File: config.mk
export PLATFORM = sky130hd
export DESIGN_NAME = syscall_ctrl
export DESIGN_NICKNAME = d
export VERILOG_FILES = /design/src/rtl/syscall_ctrl.sv
export SDC_FILE = /design/constraint.sdc
export NUM_CORES = 1
export LEC_CHECK = 0
export ABC_AREA = 1
export CORE_ASPECT_RATIO = 0.6
export CORE_MARGIN = 2
export CORE_UTILIZATION = 46
export CTS_CLUSTER_SIZE = 25
export DETAILED_ROUTE_END_ITERATION = 10
export GPL_TIMING_DRIVEN = 0
export PLACE_DENSITY = 0.7
export SYNTH_ARGS = -nofsm -noshare
export SYNTH_HDL_FRONTEND = slang
export SYNTH_SLANG_ARGS = --single-unit
File: constraint.sdc
create_clock -name clk -period 9.7 [get_ports clk]
set_input_delay 1.94 -clock clk [delete_from_list [all_inputs] [get_ports clk]]
set_output_delay 1.94 -clock clk [all_outputs]
set_load 0.05 [all_outputs]
File: src/rtl/syscall_ctrl.sv
// Syscall controller: decodes CPU syscall requests and sequences the memory,
// trig table, video and print ports. Every output is driven from a register.
module syscall_ctrl #(
    parameter int STR_MAX = 256
) (
    input  logic        clk,
    input  logic        clear_n,
    input  logic        sys_signal,
    input  logic [47:0] sysregs,
    output logic [15:0] mem_addr,
    output logic [15:0] mem_wdata,
    output logic        mem_we,
    output logic        mem_re,
    input  logic [15:0] mem_rdata,
    output logic [9:0]  trig_addr,
    output logic        trig_re,
    input  logic [15:0] trig_rdata,
    output logic        load_signal,
    output logic [15:0] load_data,
    output logic        video_activate,
    output logic        video_clear,
    output logic        video_write,
    output logic [15:0] video_addr,
    output logic [15:0] video_data,
    output logic        print_valid,
    input  logic        print_ready,
    output logic [15:0] print_data,
    output logic        print_dec,
    output logic        halt,
    output logic        busy,
    output logic        overrun,
    output logic        bad_code
);

    typedef enum logic [3:0] {
        S_IDLE, S_WRITE, S_READ, S_RDWAIT, S_VIDEO,
        S_PRINT, S_STRRD, S_STRWAIT, S_STROUT, S_HALT
    } state_t;

    state_t      state_q, state_d;
    logic        sys_prev_q;
    logic [15:0] code_q, code_d, arg_q, arg_d, data_q, data_d, idx_q, idx_d;
    logic        load_signal_q, load_signal_d;
    logic [15:0] load_data_q, load_data_d;
    logic [15:0] mem_addr_q, mem_addr_d, mem_wdata_q, mem_wdata_d;
    logic        mem_we_q, mem_we_d, mem_re_q, mem_re_d, trig_re_q, trig_re_d;
    logic [9:0]  trig_addr_q, trig_addr_d;
    logic        vid_act_q, vid_act_d, vid_clr_q, vid_clr_d, vid_wr_q, vid_wr_d;
    logic [15:0] vid_addr_q, vid_addr_d, vid_data_q, vid_data_d;
    logic        print_valid_q, print_valid_d, print_dec_q, print_dec_d;
    logic [15:0] print_data_q, print_data_d;
    logic        halt_q, halt_d, busy_q, busy_d, overrun_q, overrun_d;
    logic        bad_code_q, bad_code_d;
    logic        req_s, accept_s, trig_bad_s, last_s;

    assign req_s      = sys_signal & ~sys_prev_q;
    assign accept_s   = req_s && (state_q == S_IDLE);
    assign code_d     = accept_s ? sysregs[15:0]  : code_q;
    assign arg_d      = accept_s ? sysregs[31:16] : arg_q;
    assign data_d     = accept_s ? sysregs[47:32] : data_q;
    assign trig_bad_s = ((code_d == 16'd9) || (code_d == 16'd10)) && (arg_d >= 16'd360);
    assign last_s     = ({16'd0, idx_q} == 32'(STR_MAX - 1));

    // Next-state sequencing plus next values of every registered output
    always_comb begin
        state_d       = state_q;
        idx_d         = idx_q;
        load_signal_d = load_signal_q;
        load_data_d   = load_data_q;
        print_data_d  = print_data_q;
        print_dec_d   = print_dec_q;
        halt_d        = halt_q;
        bad_code_d    = bad_code_q;

        case (state_q)
            S_IDLE: begin
                if (accept_s) begin
                    load_signal_d = 1'b0;
                    case (code_d)
                        16'd0: begin
                            state_d = S_HALT;
                            halt_d  = 1'b1;
                        end
                        16'd1: state_d = S_WRITE;
                        16'd2: state_d = S_READ;
                        16'd3, 16'd4: begin
                            state_d      = S_PRINT;
                            print_data_d = arg_d;
                            print_dec_d  = (code_d == 16'd3);
                        end
                        16'd5: begin
                            state_d = S_STRRD;
                            idx_d   = 16'd0;
                        end
                        16'd6, 16'd7, 16'd8: state_d = S_VIDEO;
                        16'd9, 16'd10: begin
                            // Out-of-range angles still complete a read cycle, returning zero
                            state_d    = S_READ;
                            bad_code_d = bad_code_q | trig_bad_s;
                        end
                        default: bad_code_d = 1'b1;
                    endcase
                end else begin
                    state_d = S_IDLE;
                end
            end
            S_WRITE, S_VIDEO: state_d = S_IDLE;
            S_READ:           state_d = S_RDWAIT;
            S_RDWAIT: begin
                state_d       = S_IDLE;
                load_signal_d = 1'b1;
                if (code_q == 16'd2) begin
                    load_data_d = mem_rdata;
                end else if (trig_bad_s) begin
                    load_data_d = 16'd0;
                end else begin
                    load_data_d = trig_rdata & 16'h03FF;
                end
            end
            S_PRINT: state_d = print_ready ? S_IDLE : S_PRINT;
            S_STRRD: state_d = S_STRWAIT;
            S_STRWAIT: begin
                if (mem_rdata == 16'd0) begin
                    state_d = S_IDLE;
                end else begin
                    state_d      = S_STROUT;
                    print_data_d = mem_rdata;
                    print_dec_d  = 1'b0;
                end
            end
            S_STROUT: begin
                if (print_ready) begin
                    idx_d   = idx_q + 16'd1;
                    state_d = last_s ? S_IDLE : S_STRRD;
                end else begin
                    state_d = S_STROUT;
                end
            end
            S_HALT:  state_d = S_HALT;
            default: state_d = S_IDLE;
        endcase

        overrun_d     = overrun_q | (req_s && (state_q != S_IDLE) && (state_q != S_HALT));
        mem_we_d      = (state_d == S_WRITE);
        mem_re_d      = ((state_d == S_READ) && (code_d == 16'd2)) || (state_d == S_STRRD);
        trig_re_d     = (state_d == S_READ) && (code_d != 16'd2) && !trig_bad_s;
        mem_addr_d    = (mem_we_d || mem_re_d) ? (arg_d + ((state_d == S_STRRD) ? idx_d : 16'd0))
                                               : mem_addr_q;
        mem_wdata_d   = mem_we_d ? data_d : mem_wdata_q;
        trig_addr_d   = trig_re_d ? {arg_d[8:0], (code_d == 16'd10)} : trig_addr_q;
        vid_act_d     = (state_d == S_VIDEO) && (code_d == 16'd6);
        vid_clr_d     = (state_d == S_VIDEO) && (code_d == 16'd7);
        vid_wr_d      = (state_d == S_VIDEO) && (code_d == 16'd8);
        vid_addr_d    = vid_wr_d ? arg_d  : vid_addr_q;
        vid_data_d    = vid_wr_d ? data_d : vid_data_q;
        print_valid_d = (state_d == S_PRINT) || (state_d == S_STROUT);
        busy_d        = (state_d != S_IDLE) && (state_d != S_HALT);
    end

    // State and output registers, cleared asynchronously by clear_n
    always_ff @(posedge clk or negedge clear_n) begin
        if (!clear_n) begin
            state_q       <= S_IDLE;
            sys_prev_q    <= 1'b0;
            code_q        <= 16'd0;
            arg_q         <= 16'd0;
            data_q        <= 16'd0;
            idx_q         <= 16'd0;
            load_signal_q <= 1'b0;
            load_data_q   <= 16'd0;
            mem_addr_q    <= 16'd0;
            mem_wdata_q   <= 16'd0;
            mem_we_q      <= 1'b0;
            mem_re_q      <= 1'b0;
            trig_re_q     <= 1'b0;
            trig_addr_q   <= 10'd0;
            vid_act_q     <= 1'b0;
            vid_clr_q     <= 1'b0;
            vid_wr_q      <= 1'b0;
            vid_addr_q    <= 16'd0;
            vid_data_q    <= 16'd0;
            print_valid_q <= 1'b0;
            print_dec_q   <= 1'b0;
            print_data_q  <= 16'd0;
            halt_q        <= 1'b0;
            busy_q        <= 1'b0;
            overrun_q     <= 1'b0;
            bad_code_q    <= 1'b0;
        end else begin
            state_q       <= state_d;
            sys_prev_q    <= sys_signal;
            code_q        <= code_d;
            arg_q         <= arg_d;
            data_q        <= data_d;
            idx_q         <= idx_d;
            load_signal_q <= load_signal_d;
            load_data_q   <= load_data_d;
            mem_addr_q    <= mem_addr_d;
            mem_wdata_q   <= mem_wdata_d;
            mem_we_q      <= mem_we_d;
            mem_re_q      <= mem_re_d;
            trig_re_q     <= trig_re_d;
            trig_addr_q   <= trig_addr_d;
            vid_act_q     <= vid_act_d;
            vid_clr_q     <= vid_clr_d;
            vid_wr_q      <= vid_wr_d;
            vid_addr_q    <= vid_addr_d;
            vid_data_q    <= vid_data_d;
            print_valid_q <= print_valid_d;
            print_dec_q   <= print_dec_d;
            print_data_q  <= print_data_d;
            halt_q        <= halt_d;
            busy_q        <= busy_d;
            overrun_q     <= overrun_d;
            bad_code_q    <= bad_code_d;
        end
    end

    assign mem_addr       = mem_addr_q;
    assign mem_wdata      = mem_wdata_q;
    assign mem_we         = mem_we_q;
    assign mem_re         = mem_re_q;
    assign trig_addr      = trig_addr_q;
    assign trig_re        = trig_re_q;
    assign load_signal    = load_signal_q;
    assign load_data      = load_data_q;
    assign video_activate = vid_act_q;
    assign video_clear    = vid_clr_q;
    assign video_write    = vid_wr_q;
    assign video_addr     = vid_addr_q;
    assign video_data     = vid_data_q;
    assign print_valid    = print_valid_q;
    assign print_data     = print_data_q;
    assign print_dec      = print_dec_q;
    assign halt           = halt_q;
    assign busy           = busy_q;
    assign overrun        = overrun_q;
    assign bad_code       = bad_code_q;

endmodule

==> flow_metrics.py, run 1 <==
metrics = {
    "outcome": {
        "status": "complete, no violations",
    },
    "clock_network": {
        "cts_setup_buffers": 0,
        "htree_levels": 4,
        "cts_max_path_buffers": 2,
        "clock_latency_ns": 0.44,
        "cts_root_buf": "clkbuf_16",
        "cts_tree": "built",
        "numCtsBuffers": 17,
        "holdBufCountCts": 0,
        "cts_resized": 0,
        "clkSlewWorstSetupHoldPaths_ns": 0.07,
        "cts_sinks": 188,
    },
    "layout": {
        "finalNonFillerCells": 1681,
        "final_net_count": 1496,
        "final_cell_mix": "336 x nand2_1, 195 x clkdlybuf4s50_1, 188 x dfrtp_1",
        "drive_gt1_share_pct": 8.523,
        "syn_to_final_growth_pct": 30.44,
        "antenna_cells": 0,
        "final_common_cell": "nand2_1",
    },
    "critical_path": {
        "required_ns": 10.08,
        "reg2reg_slack_ns": 4.02,
        "path_class": "in -> reg",
        "crit_top_cell": "nand2_1",
        "cp_slowest_cell": "clkdlybuf4s50_1",
        "cp-start-kind": "input port",
        "critical_path_arrival_ns": 7.46,
        "end_kind": "flip-flop",
        "max_stage_delay_ns": 0.51,
        "path_max_fanout": 10,
    },
    "global_routing": {
        "grt_pass1_vias": 7988,
        "antenna_found_initial": 1,
        "grt_max_degree": 118,
        "grt_pass1_wl_um": 45600,
        "grt_usage_pct": 27.27,
        "grt_overflow_total": 0,
    },
    "timing": {
        "relSlewSlack_pct": 22.36,
        "period_needed_ns": 7.083,
        "worst_hold_slack_ns": 0.4763,
        "tightest_slew_ns": 1.160,
        "max_freq_mhz": 141.2,
        "drv_slew": 0,
        "fin_tns_setup_ns": 0,
        "grt_setup_unrepaired": "false",
        "fin_crit_sh_pct": 73.02,
        "setup_viol": 0,
        "hold_viol": 0,
        "fin_worst_skew_ns": 0.009449,
    },
    "drt": {
        "drtPass1Iterations": 5,
        "drt-initial-drc-count": 758,
        "avgViaCountPerCell": 5.236,
        "vias": 8801,
        "wl_um": 29290,
        "post-route-drc-count": 0,
        "wl_per_cell_um": 17.42,
        "antenna_left": 0,
    },
    "floorplanning": {
        "design.core.area_um2": 20220,
        "pin_count": 203,
        "initial_core_util_pct": 47.35,
        "floorplan.die.height_um": 115.8,
        "die_x_um": 190.3,
        "rows": 40,
        "dieArea_um2": 22020,
    },
    "synthesis": {
        "synth_area_leaders": "dfrtp_1 49%, nand2_1 13%, inv_1 4.8%",
        "yosys_most_used_dff": "dfrtp_1",
        "ys_warn_count": 0,
        "synth_top_cell_by_area": "dfrtp_1",
        "async_flop_share_pct": 100.0,
        "synth-edff-count": 0,
        "synth_seq_cells": 188,
        "seq_area_frac_synth_pct": 49.14,
        "synth_cells": 1179,
        "synth.distinct_cells": 47,
        "synthesis.area_um2": 9574,
        "synth_nets": 1280,
        "avgSynthCellArea_um2": 8.121,
        "synth_top_area_share_pct": 49.14,
    },
    "power": {
        "power_density_nw_per_um2": 300.8,
        "vdd.ir_drop.worst_uv": 160.3,
        "leakage_nw": 5.909,
    },
    "place": {
        "dpl.hpwl_um": 22140,
        "portBuffers": 196,
        "place_inst": 1649,
        "gp_congestion": 0.9113,
    },
    "hold_path": {
        "hold_path.class": "reg -> reg",
    },
    "flow_run": {
        "drv_cap": 0,
    },
}
registers in the layout, indices dropped and copies added, names as in the netlist, 4 cells and up:
name / flops
video_addr: 16
state_q: 4
video_data: 16
mem_wdata: 16
data_q: 16
mem_addr: 16
load_data: 16
code_q: 16
arg_q: 16
print_data: 16
trig_addr: 10
idx_q: 16
power breakdown:
| group | switching, mW | internal, mW |
|---|---|---|
| registers | 0.140 | 1.04 |
| clock network | 0.327 | 0.369 |
| logic | 1.28 | 0.596 |
| total | 1.75 | 2.01 |
stage by stage:
step / area, µm² / power (mW) / utilization (%) / setup slack (ns)
2_1_floorplan: 9574 / 2.421 / - / 3.890
3_3_place_gp: 11880 / 3.032 / 58.74 / -1.273
3_5_place_dp: 11910 / 3.055 / 58.90 / 2.295
4_1_cts: 12490 / 3.760 / 61.76 / 2.725
5_1_grt: 12490 / 3.973 / 61.76 / 2.174
6_report: 12490 / 3.756 / 61.76 / 2.617
critical path, delay by kind of cell:
kind                       cells  cell delay (ns)
and+or+nand+nor               16             1.98
buffers and inverters          6             1.26
xor gates and xnor gates       1             0.15
AOI/OAI and AO/OA              8             1.81
adders and majority gates      1             0.32
cell type report:
type / instances / area [µm²]
clock inverters: 13 / 135.1
well taps: 273 / 341.6
repair buffers: 197 / 1994
fillers: 1820 / 7731
multi-input cells: 821 / 4153
plain buffers: 43 / 240.2
inverters: 127 / 476.7
flip-flops and latches: 188 / 4705
clock buffers: 19 / 442.9
logic make-up after synthesis:
group                      after synthesis  synth area share [%]
AOI/OAI and AO/OA                      186                 10.66
DFF                                    188                 49.14
adders and majority gates               17                 2.300
xor gates and xnor gates                15                 1.372
and+or+nand+nor                        603                 29.04
buffers and inverters                  170                 7.488
cells in the mapped netlist, drive strengths merged (3+ instances only):
cell type / count
nand2: 351
dfrtp: 188
inv: 125
nor2: 115
o21ai: 105
nand3: 41
a21oi: 36
nand4: 35
a31oi: 29
buf: 25
and2: 18
clkbuf: 18
or2: 18
ha: 16
nor3: 13
nor4: 11
xor2: 11
xnor2: 4
a21o: 3
routing by layer:
layer  GRT usage, %  vias to the layer above  wire length (µm)
met5              0                        -                 0
met3          5.239                       17              2600
met1          43.33                     4181             14330
met2          38.66                      330             12130
li1               -                     4273                 -
met4          5.065                        0               226
final timing paths:
kind	start	to	cells past startpoint
min in group asynchronous	clear_n	mem_we$_DFF_PN0_	1
max in group asynchronous	clear_n	mem_addr[10]$_DFFE_PN0P_	2
min reg2reg	bad_code$_DFFE_PN0P_	bad_code$_DFFE_PN0P_	1
max reg2reg	state_q[1]$_DFF_PN0_	mem_addr[13]$_DFFE_PN0P_	33
max	sys_signal	mem_addr[13]$_DFFE_PN0P_	32
min	bad_code$_DFFE_PN0P_	bad_code$_DFFE_PN0P_	1
Note: power is estimated with default switching activity, not from simulation.
==> inputs of run 2 (changes only) <==
- PLACE_DENSITY: 0.7 -> 0.73
- clock period: 9.7 -> 6.4 ns (I/O delays scaled with it)
==> flow_metrics.py, run 2 (synthesis results as in run 1) <==
metrics = {
    "outcome": {
        "status": "complete, no violations",
    },
    "critical_path": {
        "crit_top_cell": "nand2_1",
        "worstReg2RegEnd": "mem_addr[13]$_DFFE_PN0P_",
        "r2r.worst_path.cells": 34,
        "cp_top_family": "simple AND/OR/NAND/NOR gates",
        "critical_path_buf_inv_count": 5,
        "cp-start-kind": "input port",
        "max_stage_delay_ns": 0.50,
        "path_class": "in -> reg",
        "critical_path_arrival_ns": 6.29,
        "path_max_fanout": 10,
        "end_kind": "flip-flop",
        "reg2reg_slack_ns": 1.23,
        "required_ns": 6.77,
        "r2r-start": "state_q[1]$_DFF_PN0_",
        "cp_slowest_cell": "clkdlybuf4s50_1",
    },
    "clock_network": {
        "numCtsBuffers": 17,
        "clkSlewWorstSetupHoldPaths_ns": 0.06,
        "cts_root_buf": "clkbuf_16",
        "cts_max_path_buffers": 2,
        "cts_tree": "built",
        "clock_latency_ns": 0.44,
        "holdBufCountCts": 0,
        "htree_levels": 4,
        "cts_sinks": 188,
    },
    "timing": {
        "relSlewSlack_pct": 17.66,
        "setup_slack_ns": 0.4867,
        "fin_worst_skew_ns": 0.01292,
        "drv_slew": 0,
        "fin_tns_setup_ns": 0,
        "tightest_slew_ns": 1.231,
        "max_freq_mhz": 169.1,
        "period_needed_ns": 5.913,
        "setup_viol": 0,
        "fin_crit_sh_pct": 92.40,
        "hold_viol": 0,
    },
    "layout": {
        "final_cell_mix": "336 x nand2_1, 195 x clkdlybuf4s50_1, 188 x dfrtp_1",
        "final_net_count": 1498,
        "drive_gt1_share_pct": 8.807,
        "final_common_cell": "nand2_1",
        "syn_to_final_growth_pct": 31.13,
        "antenna_cells": 0,
    },
    "place": {
        "portBuffers": 196,
        "place_ws_ns": -0.1517,
        "gp_congestion": 0.9472,
        "dpl.hpwl_um": 22440,
    },
    "floorplanning": {
        "die_x_um": 190.3,
        "dieArea_um2": 22020,
        "pin_count": 203,
        "initial_core_util_pct": 47.35,
        "design.core.area_um2": 20220,
        "rows": 40,
        "floorplan.die.height_um": 115.8,
    },
    "hold_path": {
        "worstHoldPathCells": 2,
        "whs_endpoint": "load_signal$_DFFE_PN0P_",
        "worstHoldStart": "load_signal$_DFFE_PN0P_",
        "hold_path.class": "reg -> reg",
    },
    "drt": {
        "vias": 8920,
        "drt-initial-drc-count": 783,
        "drtPass1Iterations": 5,
        "wl_um": 29600,
        "avgViaCountPerCell": 5.306,
        "wl_per_cell_um": 17.61,
        "antenna_left": 0,
        "post-route-drc-count": 0,
    },
    "flow_run": {
        "drv_cap": 0,
    },
    "global_routing": {
        "grt_max_degree": 96,
        "grt_pass1_wl_um": 46000,
        "grt_usage_pct": 27.50,
        "antenna_found_initial": 0,
        "grt_pass1_vias": 8267,
        "grt_overflow_total": 0,
    },
    "power": {
        "vdd.ir_drop.worst_uv": 258.7,
        "power_density_nw_per_um2": 458.7,
        "leakage_nw": 5.949,
    },
}
[run 2: repair_timing]
item / in CTS / in global routing
setup buffers: 0 / 2
gates resized for setup: 0 / 7
endpoints found under the setup margin: 0 / 4
[run 2: report_power, final]
| part | leakage [nW] | total (mW) | switching, mW | internal [mW] |
|---|---|---|---|---|
| logic | 3.31 | 2.87 | 1.96 | 0.906 |
| registers | 2.34 | 1.79 | 0.206 | 1.58 |
| clock network | 0.300 | 1.11 | 0.479 | 0.628 |
[run 2: worst register-to-register path, delay by kind of cell, from the launching register on]
| kind | cells | cell delay (ns) |
|---|---|---|
| buffers and inverters | 3 | 0.49 |
| and+or+nand+nor | 22 | 2.43 |
| xor gates and xnor gates | 1 | 0.14 |
| DFF | 1 | 0.48 |
| adders and majority gates | 1 | 0.29 |
| AOI/OAI and AO/OA | 7 | 1.25 |
[run 2: layout make-up]
cell class / count / area, µm²
clock inverters: 12 / 162.7
clock buffers: 18 / 439.2
inverters: 127 / 476.7
flip-flops and latches: 188 / 4705
plain buffers: 43 / 242.7
well taps: 273 / 341.6
multi-input cells: 821 / 4178
fillers: 1784 / 7665
repair buffers: 199 / 2009
[run 2: metal layers]
metal | routed length (µm) | track usage, % | vias to the layer above
li1 | - | - | 4270
met1 | 14250 | 42.28 | 4266
met2 | 12620 | 39.71 | 358
met3 | 2379 | 5.906 | 26
met4 | 353 | 6.202 | 0
met5 | 0 | 0 | -
[run 2: worst max-delay path by stage]
stage / startpoint / endpoint / slack (ns) / cells past startpoint
finish: sys_signal / mem_addr[13]$_DFFE_PN0P_ / 0.49 / 34
global route: sys_signal / mem_addr[13]$_DFFE_PN0P_ / -0.02 / 35
CTS: sys_signal / mem_addr[13]$_DFFE_PN0P_ / 0.28 / 34
detailed placement: sys_signal / mem_addr[13]$_DFFE_PN0P_ / -0.15 / 34
global placement: clear_n / load_data[12]$_DFFE_PN0P_ / -3.92 / 1
floorplan: sys_signal / mem_addr[13]$_DFFE_PN0P_ / 1.25 / 34
[run 2: metrics by stage]
step                      util [%]  cell area (µm²)  total power [mW]  hold slack (ns)  std cells
final                        62.09            12550             5.759           0.4869       1681
after global routing         62.09            12550             6.077           0.4944       1681
after global placement       58.74            11880             4.590           0.4651       1648
after detailed placement     58.90            11910             4.630           0.4729       1649
after floorplan                  -             9574             3.670           0.4681       1179
after CTS                    61.88            12510             5.750           0.4875       1679
